## src/rtl/enemy_pkg.sv

```systemverilog
// Shared types and constants for the enemy target and its collision helper.
package enemy_pkg;

  typedef enum logic [1:0] {ALIVE, FLASH, DEAD} enemy_state_t;

  localparam int unsigned CoordW = 10;

  localparam int unsigned ScreenXMin = 0;
  localparam int unsigned ScreenXMax = 639;
  localparam int unsigned ScreenYMin = 0;
  localparam int unsigned ScreenYMax = 479;

  localparam int unsigned EnemyXStart   = 480;
  localparam int unsigned EnemyYStart   = 240;
  localparam int unsigned EnemyYMin     = ScreenYMin;
  localparam int unsigned EnemyYMax     = ScreenYMax;
  localparam int unsigned EnemyYStep    = 2;
  localparam int unsigned EnemySize     = 8;
  localparam int unsigned HitPoints     = 3;
  localparam int unsigned FlashFrames   = 8;
  localparam int unsigned RespawnFrames = 60;

  localparam int unsigned TimerW = 6;
  localparam int unsigned HpW    = 2;

  // One bit wider than a coordinate so the magnitude never wraps.
  function automatic logic [CoordW:0] abs_diff(input logic [CoordW-1:0] a,
                                               input logic [CoordW-1:0] b);
    if (a >= b) return {1'b0, a} - {1'b0, b};
    else        return {1'b0, b} - {1'b0, a};
  endfunction

endpackage

```

## src/rtl/box_overlap.sv

```systemverilog
// Combinational axis-aligned box overlap test on centres and half-sizes.
module box_overlap
  import enemy_pkg::*;
(
  input  logic [CoordW-1:0] a_x_i,
  input  logic [CoordW-1:0] a_y_i,
  input  logic [CoordW-1:0] a_s_i,
  input  logic [CoordW-1:0] b_x_i,
  input  logic [CoordW-1:0] b_y_i,
  input  logic [CoordW-1:0] b_s_i,
  input  logic              en_i,
  output logic              hit_o
);

  logic [CoordW:0] dx, dy, sum;

  always_comb begin
    dx    = abs_diff(a_x_i, b_x_i);
    dy    = abs_diff(a_y_i, b_y_i);
    sum   = {1'b0, a_s_i} + {1'b0, b_s_i};
    // Strict compare: boxes that only touch edges do not collide.
    hit_o = en_i && (dx < sum) && (dy < sum);
  end

endmodule

```

## src/rtl/enemy_target.sv

```systemverilog
// Patrolling enemy: bullet hit detection, hit-flash, death/respawn and kill score.
// Define ENEMY_HEALTH_EN to enable the hit-point counter and the FLASH state.
module enemy_target
  import enemy_pkg::*;
(
  input  logic              frame_clk,
  input  logic              Reset,
  input  logic [CoordW-1:0] BulletX,
  input  logic [CoordW-1:0] BulletY,
  input  logic [CoordW-1:0] BulletS,
  input  logic              bullet_on,
  output logic [CoordW-1:0] EnemyX,
  output logic [CoordW-1:0] EnemyY,
  output logic [CoordW-1:0] EnemyS,
  output logic              enemy_on,
  output logic              enemy_flash,
  output logic              bullet_hit,
  output logic [7:0]        Score
);

  enemy_state_t      state_q, state_d;
  logic [TimerW-1:0] timer_q, timer_d;
  logic [CoordW-1:0] y_q, y_d;
  logic              down_q, down_d;
  logic              hit_q, hit_d;
  logic [7:0]        score_q, score_d;
  logic              on_q, flash_q;
  logic              overlap, hit_acc;
  logic [CoordW:0]   y_ext;
`ifdef ENEMY_HEALTH_EN
  logic [HpW-1:0]    hp_q, hp_d;
`endif

  assign EnemyX = CoordW'(EnemyXStart);
  assign EnemyS = CoordW'(EnemySize);

  box_overlap u_overlap (
    .a_x_i (BulletX),
    .a_y_i (BulletY),
    .a_s_i (BulletS),
    .b_x_i (EnemyX),
    .b_y_i (y_q),
    .b_s_i (EnemyS),
    .en_i  (bullet_on),
    .hit_o (overlap)
  );

  assign hit_acc = overlap && (state_q == ALIVE);

  always_comb begin
    state_d = state_q;
    timer_d = timer_q;
    score_d = score_q;
    hit_d   = 1'b0;
`ifdef ENEMY_HEALTH_EN
    hp_d    = hp_q;
`endif
    if (hit_acc) begin
      hit_d = 1'b1;
`ifdef ENEMY_HEALTH_EN
      if (hp_q == HpW'(1)) begin
        state_d = DEAD;
        timer_d = TimerW'(RespawnFrames - 1);
        hp_d    = HpW'(HitPoints);
        if (score_q != 8'hFF) score_d = score_q + 8'd1;
      end else begin
        state_d = FLASH;
        timer_d = TimerW'(FlashFrames - 1);
        hp_d    = hp_q - HpW'(1);
      end
`else
      state_d = DEAD;
      timer_d = TimerW'(RespawnFrames - 1);
      if (score_q != 8'hFF) score_d = score_q + 8'd1;
`endif
    end else if (state_q != ALIVE) begin
      if (timer_q == '0) state_d = ALIVE;
      else               timer_d = timer_q - TimerW'(1);
    end

    y_d    = y_q;
    down_d = down_q;
    y_ext  = {1'b0, y_q};
    if (state_q == DEAD) begin
      if (state_d == ALIVE) begin
        y_d    = CoordW'(EnemyYStart);
        down_d = 1'b1;
      end
    end else if (state_d != DEAD) begin
      if (y_ext + (CoordW+1)'(EnemySize) >= (CoordW+1)'(EnemyYMax)) begin
        down_d = 1'b0;
        y_d    = y_q - CoordW'(EnemyYStep);
      end else if (y_ext <= (CoordW+1)'(EnemyYMin + EnemySize)) begin
        down_d = 1'b1;
        y_d    = y_q + CoordW'(EnemyYStep);
      end else if (down_q) begin
        y_d    = y_q + CoordW'(EnemyYStep);
      end else begin
        y_d    = y_q - CoordW'(EnemyYStep);
      end
    end
  end

  always_ff @(posedge frame_clk or posedge Reset) begin
    if (Reset) begin
      state_q <= ALIVE;
      timer_q <= '0;
      y_q     <= CoordW'(EnemyYStart);
      down_q  <= 1'b1;
      hit_q   <= 1'b0;
      score_q <= 8'd0;
      on_q    <= 1'b1;
      flash_q <= 1'b0;
`ifdef ENEMY_HEALTH_EN
      hp_q    <= HpW'(HitPoints);
`endif
    end else begin
      state_q <= state_d;
      timer_q <= timer_d;
      y_q     <= y_d;
      down_q  <= down_d;
      hit_q   <= hit_d;
      score_q <= score_d;
      on_q    <= (state_d != DEAD);
      flash_q <= (state_d == FLASH);
`ifdef ENEMY_HEALTH_EN
      hp_q    <= hp_d;
`endif
    end
  end

  assign EnemyY     = y_q;
  assign enemy_on   = on_q;
  assign bullet_hit = hit_q;
  assign Score      = score_q;
`ifdef ENEMY_HEALTH_EN
  assign enemy_flash = flash_q;
`else
  assign enemy_flash = 1'b0;
`endif

endmodule

```

## config.mk

```make
export PLATFORM = sky130hd
export DESIGN_NAME = enemy_target
export DESIGN_NICKNAME = d
export VERILOG_FILES = /design/src/rtl/enemy_pkg.sv /design/src/rtl/box_overlap.sv /design/src/rtl/enemy_target.sv
export SDC_FILE = /design/constraint.sdc
export NUM_CORES = 1
export LEC_CHECK = 0
export ABC_AREA = 1
export BUFFER_PORTS_ARGS = -buffer_cell sky130_fd_sc_hd__buf_2
export CORE_MARGIN = 3
export CORE_UTILIZATION = 30
export CTS_BUF_LIST = sky130_fd_sc_hd__clkbuf_16
export CTS_CLUSTER_DIAMETER = 120
export DETAILED_ROUTE_END_ITERATION = 7
export GPL_TIMING_DRIVEN = 0
export PLACE_DENSITY = 0.47
export SLEW_MARGIN = 20
export SYNTH_ARGS = -nofsm -noshare
export SYNTH_HDL_FRONTEND = slang
export SYNTH_SLANG_ARGS = --single-unit
```

## constraint.sdc

```tcl
create_clock -name frame_clk -period 7.2 [get_ports frame_clk]
set_input_delay 0.72 -clock frame_clk [delete_from_list [all_inputs] [get_ports frame_clk]]
set_output_delay 0.72 -clock frame_clk [all_outputs]
set_load 0.05 [all_outputs]
```

Yosys cells after proc, flatten, opt, wreduce, memory -nomap -nowiden --
Cells that the tools add are included.
Word-level totals: register bits 29, latch bits 0, memory bits (writable) 0, bits in read-only memories 0, input bits 33, output and inout port bits 41, word-level logic and storage cells 62, memories kept 0
Operators by class: $add $sub $neg 10, multipliers 0, divide/modulo/power cells 0, $lt $le $gt $ge 6, equal/unequal tests 5, shift operators 0, mux-type cells 20, bitwise operators 0, reductions and logical operators 14
Operators by type and width (number):
- 10-bit two-way mux | 6
- 10-bit by 4-bit adder with 11-bit output, second input constant | 2
- 11-bit < comparator | 2
- 11-bit two-way mux | 2
- 10-bit by 10-bit subtractor with 11-bit output | 2
- 6-bit two-way mux | 3
- 11-bit by 9-bit >= comparator with 1-bit output, second input constant | 1
- 10-bit by 9-bit subtractor with 11-bit output, second input constant | 1
- 9-bit by 10-bit subtractor with 11-bit output, first input constant | 1
- 10-bit by 2-bit adder with 10-bit output, second input constant | 1
- 10-bit >= comparator | 1
- 10-bit by 9-bit >= comparator with 1-bit output, second input constant | 1
- 10-bit by 4-bit <= comparator with 1-bit output, second input constant | 1
- 10-bit by 2-bit subtractor with 10-bit output, second input constant | 1
- 8-bit by 1-bit adder with 8-bit output, second input constant | 1
- 8-bit inequality test, second input constant | 1
- 6-bit zero test | 1
- 1-bit two-way mux | 6
- 2-bit two-way mux | 3
- 2-bit AND reduction | 3
- 2-bit nonzero test | 3
- 6-bit by 1-bit subtractor with 6-bit output, second input constant | 1
- 2-bit zero test | 2
- 2-bit inequality test, second input constant | 2
- 5 further kinds | 7

Logic depth before layout (Yosys ltp) --
Gate-level depths: netlist of the first run.
word-level depth 10, gate-level depth with buffers 27, mapped depth without buffers 25

By module --
Synthesis of the first run repeated with hierarchy kept, for this count alone.
Unflattened totals: cell total of the unflattened synthesis 959, area total of the unflattened synthesis 5627.9 um2
Modules (own cells, without submodules):
- box_overlap | instances 1, cells each 617, area an instance 3390.8 um2, seq. area each 0.0 um2
- enemy_target | instances 1, cells each 342, area an instance 2237.1 um2, seq. area each 708.2 um2

Worst setup path after synthesis of the first run --
OpenSTA, ideal clock, no wires.
path kind register -> register, start register y_q[7] (netlist: EnemyY[7]), end register score_q[2] (netlist: Score[2]), setup time 0.123 ns, arrival 3.228 ns, data required time 7.077 ns, path slack 3.849 ns, cell stages (with the launch flop) 22, buffers on the path 2, clock period less this slack 3.351 ns, cell sequence dfstp_2 buf_4 inv_1 ha_1 a21o_1 a21oi_1 nand3_2 nor2_4 inv_4 buf_6 o21a_1 ha_1 a21oi_1 nand2_1 nand2_1 nand2_1 nand2_1 nand3_1 inv_2 nand2_2 nand2_1 o21ai_1
Between the ends: word-level cells in the longest chain between the ends 6, elaborated cells on any way between the ends 8, classes of those cells add/sub: 2; order compare: 2; mux: 1; reduce/logical: 3
RTL lines:
- from (decl) | line enemy_target.sv:23 | logic [CoordW-1:0] y_q, y_d;
- from (signal assigned) | line enemy_target.sv:108 | y_q <= CoordW'(EnemyYStart);
- from (signal assigned) | line enemy_target.sv:120 | y_q <= y_d;
- 10-bit by 10-bit subtractor with 11-bit output, or another cell as far along | line enemy_pkg.sv:30 | else return {1'b0, b} - {1'b0, a};
- 11-bit two-way mux * | line enemy_pkg.sv:29 | if (a >= b) return {1'b0, a} - {1'b0, b};
- 11-bit < comparator * | line box_overlap.sv:22 | hit_o = en_i && (dx < sum) && (dy < sum);
- 1-bit logical AND * | line box_overlap.sv:22
- 1-bit logical AND * | line enemy_target.sv:48 | assign hit_acc = overlap && (state_q == ALIVE);
- via hit_acc | line enemy_target.sv:28 | logic overlap, hit_acc;
- 2-bit AND reduction (no line) *
- to (signal assigned) | line enemy_target.sv:123 | score_q <= score_d;
- to (decl) | line enemy_target.sv:26 | logic [7:0] score_q, score_d;
Mark *: on every way through the listed nets, which the timed path passes. The rest lies on a longest branch. A chain may end at the register's enable or synchronous reset.

Worst setup path in the final report of the first run --
start register y_q[4] (netlist: EnemyY[4]), end register y_q[3] (netlist: EnemyY[3])
Between the ends: word-level cells in the longest chain between the ends 9, elaborated cells on any way between the ends 20, classes of those cells add/sub: 3; order compare: 4; eq/ne: 2; mux: 6; reduce/logical: 5
RTL lines:
- 10-bit by 10-bit subtractor with 11-bit output, or another cell as far along | line enemy_pkg.sv:30
- 11-bit two-way mux | line enemy_pkg.sv:29
- 11-bit < comparator | line box_overlap.sv:22
- 1-bit logical AND | line box_overlap.sv:22
- 1-bit logical AND | line enemy_target.sv:48
- 2-bit two-way mux | line enemy_target.sv:58 | if (hit_acc) begin
- 2-bit zero test or 2-bit inequality test (tied branches) | line enemy_target.sv:85, enemy_target.sv:89
- 2-bit by 1-bit inequality test with 1-bit output (no line) or 2-bit nonzero test (tied branches)
- 2-bit AND reduction (no line)
Parallel ways exist; a longest one is shown, timed or not. The select of a mux whose other input is x is not followed.

==> results of run 1 <==
[per-stage QoR]
stage / util, % / worst slack (ns) / cells / total power (µW)
5_1_grt: 36.3 / 3.00 / 916 / 535
6_report: 36.3 / 3.36 / 916 / 500
3_3_place_gp: 35.6 / 3.05 / 912 / 327
4_1_cts: 36.3 / 3.32 / 916 / 506
2_1_floorplan: - / 3.85 / 685 / 292
3_5_place_dp: 35.6 / 3.09 / 912 / 330
[layout make-up]
class | count | area, µm² | area share (%)
plain buffers | 33 | 248 | 5.03
clock buffers | 3 | 75.1 | 1.52
clock inverters | 1 | 30.0 | 0.610
inverters | 95 | 359 | 7.29
multi-input cells | 529 | 3030 | 61.5
flip-flops and latches | 28 | 708 | 14.4
well taps | 176 | 220 | 4.47
repair buffers | 51 | 255 | 5.18
[cell usage in the layout, fill, tap and decap left out, types with 2 or more instances in the layout]
| cell type | Yosys | final |
|---|---|---|
| a21boi_0 | 2 | 2 |
| a21boi_1 | 3 | 3 |
| a21oi_1 | 21 | 21 |
| and2_1 | 2 | 2 |
| buf_2 | 3 | 54 |
| buf_4 | 26 | 26 |
| buf_6 | 3 | 3 |
| clkbuf_16 | 0 | 3 |
| conb_1 | 2 | 23 |
| dfrtp_1 | 22 | 22 |
| dfstp_2 | 6 | 6 |
| fa_1 | 2 | 2 |
| ha_1 | 49 | 49 |
| inv_1 | 81 | 80 |
| inv_2 | 13 | 14 |
| nand2_1 | 209 | 209 |
| nand2_2 | 13 | 13 |
| nand3_1 | 52 | 52 |
| nand3b_1 | 8 | 8 |
| nand4_1 | 10 | 10 |
| nor2_1 | 39 | 39 |
| nor2_2 | 5 | 5 |
| nor2_4 | 4 | 4 |
| nor3_1 | 6 | 6 |
| o211ai_1 | 2 | 2 |
| o21ai_0 | 14 | 14 |
| o21ai_1 | 9 | 9 |
| o21bai_1 | 2 | 2 |
| xnor2_1 | 10 | 10 |
| xor2_1 | 32 | 32 |
[where the power goes]
group	switching [µW]	internal, µW	total (µW)
logic	106	61.4	168
registers	0	157	157
clock network	64.1	111	175
[registers in the layout (all words and copies together), names as in the netlist]
register,flops
Score,8
EnemyY,9
bullet_hit,1
timer_q,6
enemy_on,1
down_q,1
state_q,2
[worst max-delay path, cell delays in order, from the launching register on]
cell and delay, ns:
dfstp_2 0.66, ha_1 0.34, a21oi_1 0.30, o21ai_1 0.12, nand2_1 0.10, nand3_2 0.08, nor2_4 0.26, inv_4 0.05
buf_6 0.14, a21boi_1 0.20, ha_1 0.28, nand2_1 0.09, inv_1 0.04, a21oi_1 0.16, nand2_1 0.08, nand2_1 0.06
nand3_1 0.21, nand2_2 0.28, inv_2 0.14, nand2_1 0.09, nand2_1 0.05
[final timing paths]
kind | startpoint | slack, ns | to
hold reg to reg | state_q[0] | 0.50 | state_q[0]
setup reg to reg | EnemyY[4] | 3.36 | EnemyY[3]
max in group asynchronous | Reset | 6.28 | timer_q[1]
min in group asynchronous | Reset | 0.51 | EnemyY[3]
hold / removal | state_q[0] | 0.50 | state_q[0]
setup / recovery | EnemyY[4] | 3.36 | EnemyY[3]
[per-layer routing]
metal	vias up	track usage, %	routed length [µm]
met3	13	1.28	429
met2	84	23.7	5110
met5	-	0	0
met1	1860	18.4	5290
met4	0	4.15	199
li1	2205	-	-
[logic make-up after synthesis]
kind of cell | share of synthesized area, %
flip-flops | 16.6
other | 0.176
XOR/XNOR | 8.62
AO/OA/AOI/OAI | 7.51
AND/OR/NAND/NOR | 37.6
buffers and inverters | 14.2
adder cells (fa/ha/maj) | 15.3
==> results.ini, run 1 <==
[synthesis]
netlist.area_leader.share_pct = 18.4
syn_inst = 664
yosysSeqAreaShare_pct = 16.6
async_flop_share_pct = 100
synth_cell_types = 43
synth.area.top_cells = nand2_1, ha_1, dfrtp_1, inv_1, xor2_1
synth_enable_flop_cells = 0
synth_common_cells = nand2_1, inv_1, nand3_1, ha_1, nor2_1
postSynthAreaPerCell_um2 = 6.43
yosys_warnings = 0
synth_area_leader_cell = nand2_1
synthFlopType = dfrtp_1
synth_seq_cells = 28
synth_most_common_cell = nand2_1
netlist_area_mm2 = 0.00427

[clock_network]
cts-htree-levels = 1
cts_tree = yes
clkTransAtPathRegs_ns = 0.08
insertion_delay_ns = 0.28
clockBufferDepth = 2
cts-buffers-inserted = 3
holdBufCountCts = 0
cts-root-buf = clkbuf_16
cts_resized = 0
cts_sinks = 28
cts_setup_buffers = 0

[grt]
grt_pass1_wl_um = 18300
grt_usage_pct = 13.8
grt_overflow_total = 0
grt_pass1_vias = 3919
antenna_found_initial = 0
grt_start_max_net_pins = 29

[setup_path]
worst-path-max-fanout = 10
crit_arrival_ns = 4.02
worstPathRequired_ns = 7.38
rr_worst_depth = 20
cp-start-kind = register
critical_path_class = register to register
cp-end-kind = register

[die]
core_area_mm2 = 0.0136
die_y_um = 125
die_x_um = 125
initial_core_util_pct = 31.5
rows = 42
dieArea_mm2 = 0.0157
ios = 74

[power]
vdd_drop_max_mv = 0.0754
p_leak_uw = 0.00278
powerDensity_mw_per_mm2 = 102

[detailed_routing]
avgRoutedWirePerCell_um = 12.0
vias = 4162
drc = 0
drtAntennaViolNets = 0
avgViaCountPerCell = 4.54
firstDrtPassIters = 4
drt_iter0_drc = 197
drt_wl_total_um = 11000

[layout]
syn_to_final_growth_pct = 15.5
antenna_cells = 0
fillers = 1491
final_cell_area_mm2 = 0.00493
nets = 825
final_layout_size_suffix_gt1_share_pct = 18.5

[placed_design]
gp_congestion = 0.867
io_buffers = 51
hpwl_um = 9160
dpl_cell_area_mm2 = 0.00482

[sta]
whs_ns = 0.503
skew_ns = 0.00552
slew_headroom_pct = 58.5
hold_viol = 0
setup_viol = 0
setup-tns-final_ns = 0
period_minus_slack_ns = 3.84
period_share_pct = 53.4
rsz0062_at_grt = no
tightest_slew_ns = 0.622
drv_slew = 0
fmax_ghz = 0.260

[outcome]
outcome = complete, no violations

[job]
max_cap_viol_count = 0

[hold_path]
hold-path-cell-count = 2
holdCritPathClass = register to register

Power figures use the tool's default switching activity.
==> inputs of run 2 (changes only) <==
==> constraint.sdc (replaced) <==
create_clock -name frame_clk -period 3.94 [get_ports frame_clk]
set_input_delay 0.394 -clock frame_clk [delete_from_list [all_inputs] [get_ports frame_clk]]
set_output_delay 0.394 -clock frame_clk [all_outputs]
set_load 0.05 [all_outputs]
==> run 2 against run 1 <==
Core utilization grew 0.45 points. First-iteration DRC count shrank 13%. Critical endpoint is now Score[6]. Sequential power grew 83%.
==> results.ini, run 2 (synthesis gave the netlist of run 1 again) <==
[outcome]
outcome = complete, no violations

[die]
rows = 42
dieArea_mm2 = 0.0157
die_y_um = 125
initial_core_util_pct = 31.5
ios = 74
core_area_mm2 = 0.0136
die_x_um = 125

[grt]
use_met3_pct = 1.28
grt_pass1_vias = 3919
grt_overflow_total = 0
grt_start_max_net_pins = 29
grtUsageMet1_pct = 18.4
grt-busiest-layer = met2
grt_pass1_wl_um = 18300
antenna_found_initial = 0
use_met2_pct = 23.7
grt_usage_pct = 13.8

[layout]
syn_to_final_growth_pct = 16.9
final_common_cell = nand2_1
largest_reg_flops = 9
antenna_cells = 0
utilization_pct = 36.8
final_cell_mix = nand2_1, inv_1, buf_2, nand3_1, ha_1
nets = 831
final_layout_size_suffix_gt1_share_pct = 19.4
fillers = 1482
fin_cells = 922

[power]
powerDensity_mw_per_mm2 = 184
p_leak_uw = 0.00281
vdd_drop_max_mv = 0.135

[placed_design]
gp_congestion = 0.867
io_buffers = 51
hpwl_um = 9160
place_inst = 912

[clock_network]
cts_sinks = 28
cts-buffers-inserted = 3
holdBufCountCts = 0
cts-root-buf = clkbuf_16
clkTransAtPathRegs_ns = 0.08
cts-htree-levels = 1
cts_tree = yes
insertion_delay_ns = 0.28
clockBufferDepth = 2

[setup_path]
crit_chain = buf_4, inv_1, ha_1, a21o_1, a21oi_1, nand3_2, nor2_4, inv_4, buf_6, a21boi_1, ha_1, nand2_1, inv_1, a21oi_1, nand2_1, nand2_1, nand3_2, inv_4, nand2_2, nand2_1, o21ai_1
critical_path.most_common_cell = nand2_1
worstPathRequired_ns = 4.10
cp_slowest_stage_delay_ns = 0.57
crit_arrival_ns = 3.77
cp-end-kind = register
slowest_stage = dfstp_2
worst-path-max-fanout = 10
cp-start-kind = register
rrSetupSlack_ns = 0.34
critical_path_class = register to register

[sta]
period_minus_slack_ns = 3.60
skew_ns = 0.00423
fmax_ghz = 0.277
drv_slew = 0
setup_viol = 0
slew_headroom_pct = 58.6
hold_viol = 0
whs_ns = 0.190
rsz0062_at_grt = no
setup-tns-final_ns = 0
period_share_pct = 91.5
tightest_slew_ns = 0.619

[detailed_routing]
vias = 4208
drt_wl_total_um = 11000
avgViaCountPerCell = 4.56
drt_iter0_drc = 172
avgRoutedWirePerCell_um = 12.0
drtAntennaViolNets = 0
firstDrtPassIters = 4
drc = 0

[job]
max_cap_viol_count = 0

[hold_path]
holdCritPathClass = primary input to asynchronous set/reset pin

-- run 2: layout make-up --
type | instances | area [µm²] | area share (%)
plain buffers | 33 | 248 | 4.97
clock buffers | 3 | 75.1 | 1.51
clock inverters | 1 | 30.0 | 0.602
inverters | 95 | 362 | 7.25
multi-input cells | 529 | 3040 | 61.0
flip-flops and latches | 28 | 708 | 14.2
well taps | 176 | 220 | 4.42
repair buffers | 57 | 300 | 6.02
-- run 2: power breakdown --
part	switching, µW	total [µW]	internal (µW)
sequential	0	287	287
clock	115	318	203
combinational	196	315	118
total	311	920	609
-- run 2: worst paths after layout --
| check | endpoint | cells past startpoint | start |
|---|---|---|---|
| min reg2reg | state_q[0] | 2 | state_q[0] |
| min in group frame_clk | state_q[0] | 2 | state_q[0] |
| max reg2reg | Score[6] | 21 | EnemyY[7] |
| min | EnemyY[3] | 2 | Reset |
| max in group asynchronous | timer_q[1] | 2 | Reset |
| max | Score[6] | 21 | EnemyY[7] |
-- run 2: repair_timing --
item | CTS | global route
endpoints found under the setup margin | 0 | 25
gates resized for setup | 0 | 4
setup buffers | 0 | 6
-- run 2: worst max-delay path, delay by kind of cell (launching register included) --
family,cells,cell delay (ns)
flip-flops,1,0.57
adder cells (fa/ha/maj),2,0.49
AND/OR/NAND/NOR,8,0.98
buffers and inverters,6,0.67
AO/OA/AOI/OAI,5,0.78
-- run 2: stage by stage --
| stage | setup slack (ns) | area [µm²] | power [µW] |
|---|---|---|---|
| after global routing | 0.00981 | 4990 | 985 |
| after floorplan | 0.589 | 4350 | 534 |
| after detailed placement | 0.0890 | 4820 | 603 |
| after global placement | 0.0462 | 4820 | 598 |
| after CTS | 0.0603 | 4930 | 924 |
| final | 0.335 | 4990 | 920 |
-- run 2: per-layer routing --
metal / vias up / share of wire [%]
met4: 0 / 1.8
met3: 13 / 3.6
li1: 2214 / -
met1: 1891 / 48
met2: 90 / 47
met5: - / 0
==> inputs of run 3 (changes only) <==
--- a/config.mk
+++ b/config.mk
@@ -7,6 +7,7 @@
 export LEC_CHECK = 0
 export ABC_AREA = 1
 export BUFFER_PORTS_ARGS = -buffer_cell sky130_fd_sc_hd__buf_2
+export CORE_ASPECT_RATIO = 0.8
 export CORE_MARGIN = 3
 export CORE_UTILIZATION = 30
 export CTS_BUF_LIST = sky130_fd_sc_hd__clkbuf_16
==> run 3 against run 2 <==
First-iteration DRC count grew 44%. Setup slack gained 0.034 ns. Cell area shrank 0.30%. Critical path depth grew 1.
==> results.ini, run 3 (synthesis gave the netlist of run 1 again) <==
[clock_network]
clkTransAtPathRegs_ns = 0.07
cts_tree = yes
clockBufferDepth = 2
cts-root-buf = clkbuf_16
holdBufCountCts = 0
insertion_delay_ns = 0.27
cts_sinks = 28
cts-htree-levels = 1
cts-buffers-inserted = 3

[die]
die_x_um = 139
rows = 38
die_y_um = 113
ios = 74
initial_core_util_pct = 31.1
dieArea_mm2 = 0.0157
core_area_mm2 = 0.0137

[layout]
final_common_cell = nand2_1
fillers = 1513
nets = 829
syn_to_final_growth_pct = 16.5
largest_reg_flops = 9
seq_area_um2 = 709
antenna_cells = 0
multi_input_area_mm2 = 0.00304
final_layout_size_suffix_gt1_share_pct = 19.2
final_cell_area_mm2 = 0.00497
final_cell_mix = nand2_1, inv_1, buf_2, nand3_1, ha_1

[power]
seqPwrFrac_pct = 31.6
pwr-share-clk_pct = 34.1
p_leak_uw = 0.00280
pwr-share-comb_pct = 34.2
vdd_drop_max_mv = 0.143
p_sw_share_pct = 33.4
p_int_uw = 605
powerDensity_mw_per_mm2 = 183
switching_power_uw = 304

[placed_design]
hpwl_um = 9420
gp_congestion = 0.841
dp_slack_ns = 0.0945
io_buffers = 51
dpl_cell_area_mm2 = 0.00483

[sta]
period_share_pct = 90.6
setup-tns-final_ns = 0
rsz0062_at_grt = no
fin_ws_ns = 0.369
fmax_ghz = 0.280
slew_headroom_pct = 57.9
drv_slew = 0
setup_viol = 0
hold_viol = 0
period_minus_slack_ns = 3.57
tightest_slew_ns = 0.630
skew_ns = 0.00365

[setup_path]
cp-end-kind = register
worstPathRequired_ns = 4.10
crit_arrival_ns = 3.73
critical_path_class = register to register
cp-start-kind = register
rrSetupSlack_ns = 0.37
worst-path-max-fanout = 10

[detailed_routing]
firstDrtPassIters = 4
avgViaCountPerCell = 4.49
vias = 4148
drt_iter0_drc = 248
avgRoutedWirePerCell_um = 12.2
drc = 0
drtAntennaViolNets = 0
drt_wl_total_um = 11300

[grt]
grt_pass1_wl_um = 19200
antenna_found_initial = 0
grt_pass1_vias = 3906
grt_usage_pct = 14.6
grt_overflow_total = 0
grt_start_max_net_pins = 29

[job]
max_cap_viol_count = 0

[hold_path]
holdCritPathClass = primary input to asynchronous set/reset pin

[outcome]
outcome = complete, no violations

==> run 3: changes by cell type in the layout (fill, tap and decap cells not counted), sizes merged <==
cell	previous run	this run
buf	89	87
==> run 3: layer usage <==
metal  global-route usage, %  share of wire, %  up-vias  wire (µm)
met2                    22.0                41       99       4650
li1                        -                 -     2211          -
met3                    2.64               6.6        6        740
met5                       0                 0        -          0
met4                    1.76              0.54        0         61
met1                    22.2                52     1832       5810
==> run 3: repair_timing <==
item / in CTS / in global routing
resized for setup: 0 / 3
setup endpoints to repair: 0 / 21
setup buffers: 0 / 4
==> run 3: final timing paths <==
path / startpoint / endpoint / depth (start not counted)
setup reg to reg: EnemyY[7] / EnemyY[3] / 22
hold / removal: Reset / Score[1] / 2
hold reg to reg: state_q[0] / state_q[0] / 2
setup / recovery: EnemyY[7] / EnemyY[3] / 22
min in group frame_clk: state_q[0] / state_q[0] / 2
max in group asynchronous: Reset / EnemyY[1] / 2
==> run 3: cell type report <==
class | count | area share [%]
Buffer | 33 | 4.98
Clock buffer | 3 | 1.51
Clock inverter | 1 | 0.604
Inverter | 95 | 7.22
Multi-Input combinational cell | 529 | 61.1
Sequential cell | 28 | 14.3
Tap cell | 180 | 4.53
Timing Repair Buffer | 55 | 5.74
==> run 3: power by group through the flow <==
stage	combinational [µW]	sequential [µW]	clock (µW)
final	311	287	310
after global placement	305	293	0
after global routing	358	287	336
after detailed placement	310	293	0
after CTS	311	287	324
after floorplan	241	293	0
==> run 3: critical path: stages, from the launching register on <==
cell and delay, ns:
dfstp_2 0.56, buf_4 0.17, inv_1 0.09, ha_1 0.20
a21o_1 0.20, a21oi_1 0.16, nand3_2 0.11, nor2_4 0.22
buf_4 0.18, nand2_1 0.05, nand2_1 0.11, inv_1 0.05
ha_1 0.26, nand2_1 0.08, inv_1 0.05, nand2_1 0.05
nand2_1 0.05, a21oi_1 0.16, nand3_2 0.19, nand2_4 0.18
inv_2 0.12, nand2_1 0.14, nand2_1 0.06
==> run 3: through the flow <==
step	utilization (%)	total power (µW)	hold slack, ns	instances
3_3_place_gp	35.1	598	0.478	916
3_5_place_dp	35.1	603	0.490	916
5_1_grt	36.2	982	0.250	924
4_1_cts	35.9	922	0.219	920
2_1_floorplan	-	534	0.455	685
6_report	36.2	909	0.186	924
